==> config.mk <==
export PLATFORM = sky130hd
export DESIGN_NAME = id_ex_stage
export DESIGN_NICKNAME = d
export VERILOG_FILES = /design/src/rtl/id_ex_stage.sv
export SDC_FILE = /design/constraint.sdc
export NUM_CORES = 1
export LEC_CHECK = 0
export CAP_MARGIN = 15
export CORE_AREA = 2 2 123 125
export CTS_CLUSTER_DIAMETER = 150
export DETAILED_ROUTE_END_ITERATION = 12
export DIE_AREA = 0 0 125 127
export PLACE_DENSITY_LB_ADDON = 0.25
export SYNTH_ARGS = -nofsm -noshare
export SYNTH_HDL_FRONTEND = slang
export SYNTH_SLANG_ARGS = --single-unit
==> constraint.sdc <==
create_clock -name clk_i -period 4.1 [get_ports clk_i]
set_input_delay 0.82 -clock clk_i [delete_from_list [all_inputs] [get_ports clk_i]]
set_output_delay 0.82 -clock clk_i [all_outputs]
set_load 0.005 [all_outputs]
==> src/rtl/id_ex_stage.sv <==
// ID/EX pipeline register with load-use hazard detection and hold/flush
// control. Chooses one action per cycle (RUN, BUBBLE, HOLD, FLUSH), drives the
// front-end enables combinationally, and records the action and a saturating
// count of non-RUN cycles.
module id_ex_stage #(
  parameter int XLEN  = 32,
  parameter int CNT_W = 16
) (
  input  logic             clk_i,
  input  logic             rst_i,
  input  logic             ID_valid,
  input  logic [4:0]       ID_rs1,
  input  logic [4:0]       ID_rs2,
  input  logic [4:0]       ID_rd,
  input  logic [XLEN-1:0]  ID_rs1_data,
  input  logic [XLEN-1:0]  ID_rs2_data,
  input  logic [XLEN-1:0]  ID_imm,
  input  logic             ID_regwrite,
  input  logic             ID_memread,
  input  logic             ID_memwrite,
  input  logic             ID_memtoreg,
  input  logic             ID_alusrc,
  input  logic [2:0]       ID_aluop,
  input  logic             branch_taken,
  input  logic             mem_stall,
  output logic             EX_valid,
  output logic [4:0]       EX_rs1,
  output logic [4:0]       EX_rs2,
  output logic [4:0]       EX_rd,
  output logic [XLEN-1:0]  EX_rs1_data,
  output logic [XLEN-1:0]  EX_rs2_data,
  output logic [XLEN-1:0]  EX_imm,
  output logic             EX_regwrite,
  output logic             EX_memread,
  output logic             EX_memwrite,
  output logic             EX_memtoreg,
  output logic             EX_alusrc,
  output logic [2:0]       EX_aluop,
  output logic             PC_write,
  output logic             IFID_write,
  output logic             IFID_flush,
  output logic [1:0]       hz_state,
  output logic [CNT_W-1:0] stall_cycles
);

  typedef enum logic [1:0] {
    ACT_RUN    = 2'd0,
    ACT_BUBBLE = 2'd1,
    ACT_HOLD   = 2'd2,
    ACT_FLUSH  = 2'd3
  } act_e;

  // All-zero value of this struct is the bubble: invalid, no control, index 0.
  typedef struct packed {
    logic            valid;
    logic [4:0]      rs1;
    logic [4:0]      rs2;
    logic [4:0]      rd;
    logic [XLEN-1:0] rs1_data;
    logic [XLEN-1:0] rs2_data;
    logic [XLEN-1:0] imm;
    logic            regwrite;
    logic            memread;
    logic            memwrite;
    logic            memtoreg;
    logic            alusrc;
    logic [2:0]      aluop;
  } ex_t;

  ex_t             id_p0;
  ex_t             ex_d;
  ex_t             ex_p1;
  logic            lu_p0;
  act_e            act_p0;
  act_e            hz_p1;
  logic [CNT_W-1:0] cnt_p1;

  // Increment that sticks at all-ones instead of wrapping.
  function automatic logic [CNT_W-1:0] sat_inc(input logic [CNT_W-1:0] v);
    if (&v) return v;
    return v + {{(CNT_W-1){1'b0}}, 1'b1};
  endfunction

  // ---- stage p0: ID fields, hazard detection, action select ----
  assign id_p0 = '{valid:    ID_valid,
                   rs1:      ID_rs1,
                   rs2:      ID_rs2,
                   rd:       ID_rd,
                   rs1_data: ID_rs1_data,
                   rs2_data: ID_rs2_data,
                   imm:      ID_imm,
                   regwrite: ID_regwrite,
                   memread:  ID_memread,
                   memwrite: ID_memwrite,
                   memtoreg: ID_memtoreg,
                   alusrc:   ID_alusrc,
                   aluop:    ID_aluop};

  // Pick the action by priority and derive front-end enables and next EX contents.
  always_comb begin
    lu_p0      = ex_p1.valid & ex_p1.memread & (ex_p1.rd != 5'd0) & ID_valid &
                 ((ex_p1.rd == ID_rs1) | (ex_p1.rd == ID_rs2));
    act_p0     = ACT_RUN;
    PC_write   = 1'b1;
    IFID_write = 1'b1;
    IFID_flush = 1'b0;
    ex_d       = id_p0;
    if (mem_stall)         act_p0 = ACT_HOLD;
    else if (branch_taken) act_p0 = ACT_FLUSH;
    else if (lu_p0)        act_p0 = ACT_BUBBLE;
    case (act_p0)
      ACT_HOLD: begin
        PC_write   = 1'b0;
        IFID_write = 1'b0;
        ex_d       = ex_p1;
      end
      ACT_FLUSH: begin
        IFID_flush = 1'b1;
        ex_d       = '0;
      end
      ACT_BUBBLE: begin
        PC_write   = 1'b0;
        IFID_write = 1'b0;
        ex_d       = '0;
      end
      default: ;
    endcase
  end

  // ---- stage p1: ID/EX register ----
  // Load the selected next EX contents; reset clears to a bubble.
  always_ff @(posedge clk_i) begin
    if (rst_i) ex_p1 <= '0;
    else       ex_p1 <= ex_d;
  end

  // Record the action taken and count every non-RUN edge.
  always_ff @(posedge clk_i) begin
    if (rst_i) begin
      hz_p1  <= ACT_RUN;
      cnt_p1 <= '0;
    end else begin
      hz_p1 <= act_p0;
      if (act_p0 != ACT_RUN) cnt_p1 <= sat_inc(cnt_p1);
    end
  end

  assign EX_valid     = ex_p1.valid;
  assign EX_rs1       = ex_p1.rs1;
  assign EX_rs2       = ex_p1.rs2;
  assign EX_rd        = ex_p1.rd;
  assign EX_rs1_data  = ex_p1.rs1_data;
  assign EX_rs2_data  = ex_p1.rs2_data;
  assign EX_imm       = ex_p1.imm;
  assign EX_regwrite  = ex_p1.regwrite;
  assign EX_memread   = ex_p1.memread;
  assign EX_memwrite  = ex_p1.memwrite;
  assign EX_memtoreg  = ex_p1.memtoreg;
  assign EX_alusrc    = ex_p1.alusrc;
  assign EX_aluop     = ex_p1.aluop;
  assign hz_state     = hz_p1;
  assign stall_cycles = cnt_p1;

endmodule

==> results summary <==
The run finished with clean final reports. The die area is between 15,000 and 20,000 um^2. The clock drives around 140 sinks. By instance count, the cell type seen most on the critical path is sky130_fd_sc_hd__clkdlybuf4s50_1. The filler cell count in the final layout came out at ~1.2k.

The CTS tree is yes. The sum of net half-perimeters after detailed placement is about 12 mm. The prevailing post-synth register cell is sky130_fd_sc_hd__dfxtp_1. The count of boundary I/O pins is about 270. The final-report setup violation count came out at 0. The via density per instance is 5.59. The worst setup path is captured at an output pin. The global-route usage over all layers came out at between 20% and 30%.

The global-route wire length before repair is approximately 30 mm. The post-synthesis cell area came out at just over 6000 um^2. The via count of the first global-routing pass is 5,883. The slowest stage of the critical path belongs to the cell sky130_fd_sc_hd__clkdlybuf4s50_1. The synthesized netlist devotes between 10 and 15% of its cell area to compound gates. The most critical setup path has its startpoint at ID_rs2[0]. After the last flow step, the layout net total stands at ~1.0k.

The most critical setup path has its endpoint at IFID_write. The total wirelength of the detailed-routed design came out at roughly 19 mm. The hold violation total from the final report is 0. Synthesis instantiated 35 different standard cells from the library. The worst slew margin relative to its limit came out at around 23%. The total negative slack for setup checks came out at 0 ns. The area of the multi-input gates is ~3000 um^2. The starting density of the core came out at between 40% and 50%. The number of enable-type register cells in the synthesized netlist came out at 0. The via count of the routed design came out at a little over 6k.

The placeable core region is approximately 14,000 um^2. The deepest clock path buffer count came out at 2. The total of warnings raised by yosys is 0. The row count is 44. Relative to the synthesized area, the layout overhead comes to 53.2%. The post-synthesis area per instance is 9.09 um^2. In this run the remaining antenna-violating nets after routing total 0. For this run, the slowest stage of the critical path takes 0.51 ns. The total congestion overflow came out at 0. The count of buffers inserted at the top-level ports is around 260. In this run the vertical extent of the chip is 127 um.

The total area of sequential cells is ~2800 um^2. The mean routed wirelength per cell is around 18 um. Of all nets on the critical path, the largest fanout is 2.

The post-synthesis share of cell area spent on and, or, nand and nor gates came out at a little under a third. Entering global routing, the biggest net connects between 150 and 200 pins. Max-cap violations in this run came to 0. The H-tree was split into 4 levels. The fraction of synthesis flops using an asynchronous set or reset pin is 0%. The minimum period implied by the final worst setup slack is 3.92 ns. Buffers inserted to repair hold after CTS numbered 0. The worst register-to-register path ends at stall_cycles[13]$_SDFFE_PP0P_. The depth of the most critical reg-to-reg path came out at 10. The leakage power total came out at about 0.0032 uW. The horizontal extent of the die came out at approximately 130 um.

The xor/xnor share of the synthesized area is 2.70%. At the pin with the least slew margin, the transition time is 1.15 ns. The minimum setup slack among reg-to-reg paths is roughly 0.95 ns. The final cycle utilization of the critical path is 95.7%.

The fraction of final layout cells sized beyond drive strength 1 came out at 18.4%. After synthesis, the largest family of logic cells by area is simple AND/OR/NAND/NOR gates. Final hold analysis gives a worst-case slack of between 0.4 and 0.5 ns.

The clock skew after layout came out at between 0.006 and 0.007 ns. The critical path goes through clkdlybuf4s50_1 > xor2_1 > nor3_1 > nand3_1 > a221oi_4 > nor2_1 > ha_4 > clkdlybuf4s50_1. Counting the buffers created by CTS gives 17. The class of the worst hold path is reg -> reg. The synthesized net count came out at 804. For the worst setup path, the data arrival time is approximately 3.1 ns. The adder-cell area share of the yosys netlist is less than 1%. The iteration-0 DRC count of the detailed router came out at approximately 320. The total DRC errors in the routed layout is 0. The number of instances resized during post-cts repair is 0.

The maximum frequency from static timing analysis came out at approximately 250 MHz. In this run, synthesis produced a sequential element count of 138. The worst-skew pair later-pin latency came out at 0.41 ns. Routability-driven placement finished with a final weighted congestion of ~0.85.

The critical path class is in -> out. The post-synthesis mux area share came out at less than 1%. The library cell used most frequently in the layout, excluding fill and tap cells, is sky130_fd_sc_hd__clkdlybuf4s50_1. STA classifies the critical path startpoint as an input port. The initial antenna violation count came out at 2. The detailed-routing iteration count for the pre-antenna-repair pass is 4. In this run the power density over the cells is 384 nW/um^2.

Leaving out fill and tap cells, the most frequent cells in the layout are sky130_fd_sc_hd__clkdlybuf4s50_1 (263), sky130_fd_sc_hd__dfxtp_1 (138), sky130_fd_sc_hd__nand2_1 (126). Counting every instance in the synthesized netlist gives a little under 700. The clock-pin slew of the registers on the worst-case setup and hold paths is about 0.05 ns. The sequential area share after synthesis came out at about 45%. In this run the critical register-to-register path is launched from EX_rd[2]$_SDFFE_PP0P_.

Clock tree synthesis selected as its root buffer the cell sky130_fd_sc_hd__clkbuf_16. Across the VDD grid, the largest voltage drop is about 250 uV. Setup repair after global routing left no endpoint under its margin. The post-CTS repair timing setup buffer count came out at 0. The count of pins over their slew limit is 0. The required time of the worst setup path is around 3.3 ns.
==> per-layer routing <==
metal | up-vias | part of all wire [%] | global-route usage, %
li1 | 2937 | - | -
met1 | 2871 | 41 | 27.0
met2 | 205 | 48 | 38.2
met3 | 36 | 7.9 | 8.84
met4 | 0 | 2.9 | 9.87
met5 | - | 0 | 0
==> Yosys cell counts (all sizes together) (2+ instances only) <==
cell / number / area (um^2)
a41oi: 2 / 17.5
xnor2: 9 / 78.8
nand4: 3 / 18.8
dfxtp: 138 / 2760
nor3: 4 / 20.0
nor2b: 3 / 18.8
nand3: 7 / 35.0
nor2: 19 / 71.3
nand2: 126 / 473
or4b: 120 / 1200
mux2i: 2 / 20.0
a211oi: 6 / 45.0
buf: 15 / 97.6
ha: 3 / 37.5
o22ai: 120 / 751
o21ai: 2 / 10.0
and4: 3 / 26.3
clkbuf: 69 / 259
xor2: 10 / 87.6
inv: 2 / 7.51
==> logic make-up (layout without fill, tap and decap cells) <==
kind of cell               count (synthesis)  in the layout
and+or+nand+nor                          291            291
DFF                                      138            138
adders and majority gates                  3              3
other                                      0              2
muxes                                      2              2
AOI/OAI and AO/OA                        138            138
xor gates and xnor gates                  19             19
buffers and inverters                     86            306
==> sequential cells by signal, summed over array words and instances, names as in the netlist <==
signal,flops
EX_imm,32
EX_rs1_data,32
EX_rs2_data,32
stall_cycles,16
EX_rd,5
EX_rs1,5
EX_rs2,5
EX_aluop,3
hz_state,2
EX_alusrc,1
EX_memread,1
EX_memtoreg,1
EX_memwrite,1
EX_regwrite,1
EX_valid,1
==> area by class of cell <==
type                    count  share of cell area, %
flip-flops and latches    138                   29.3
repair buffers            273                   29.0
multi-input cells         453                   32.4
clock buffers              19                   4.81
well taps                 184                   2.44
diodes                      2                 0.0531
clock inverters            12                   1.83
inverters                   2                 0.0796
==> report_power, final <==
group	switching, uW	leakage [uW]	total [uW]	internal, uW
logic	208	0.00178	536	327
clock network	575	0.000293	1620	1040
registers	46.7	0.00113	1460	1420
total	829	0.00321	3620	2790
==> worst min path at each step <==
| stage | startpoint | end | slack [ns] | cells after the start |
|---|---|---|---|---|
| final | EX_rs1_data[15]$_SDFFE_PP0P_ | EX_rs1_data[15]$_SDFFE_PP0P_ | 0.46 | 2 |
| after global routing | EX_rs1_data[26]$_SDFFE_PP0P_ | EX_rs1_data[26]$_SDFFE_PP0P_ | 0.49 | 2 |
| after CTS | EX_rs1_data[15]$_SDFFE_PP0P_ | EX_rs1_data[15]$_SDFFE_PP0P_ | 0.47 | 2 |
| after detailed placement | EX_rs1_data[15]$_SDFFE_PP0P_ | EX_rs1_data[15]$_SDFFE_PP0P_ | 0.46 | 2 |
| after global placement | EX_rs1_data[15]$_SDFFE_PP0P_ | EX_rs1_data[15]$_SDFFE_PP0P_ | 0.46 | 2 |
| after floorplan | EX_rs1_data[15]$_SDFFE_PP0P_ | EX_rs1_data[15]$_SDFFE_PP0P_ | 0.46 | 2 |
==> through the flow <==
stage | utilization, % | area [um^2] | setup WS, ns | total power (uW) | cells
3_3_place_gp | 61.0 | 8790 | 0.250 | 2010 | 1050
5_1_grt | 65.3 | 9420 | 0.0800 | 3750 | 1081
3_5_place_dp | 61.0 | 8790 | 0.183 | 2030 | 1050
4_1_cts | 65.3 | 9420 | 0.168 | 3640 | 1081
2_1_floorplan | - | 6150 | 0.625 | 1700 | 677
6_report | 65.3 | 9430 | 0.177 | 3620 | 1083
==> worst max-delay path: cells and delay by family <==
family | cells | cell delay, ns
compound gates | 1 | 0.35
xor+xnor | 1 | 0.15
fa+ha+maj | 1 | 0.29
buf+inv | 2 | 0.96
simple gates | 3 | 0.54
Power figures use the tool's default switching activity.
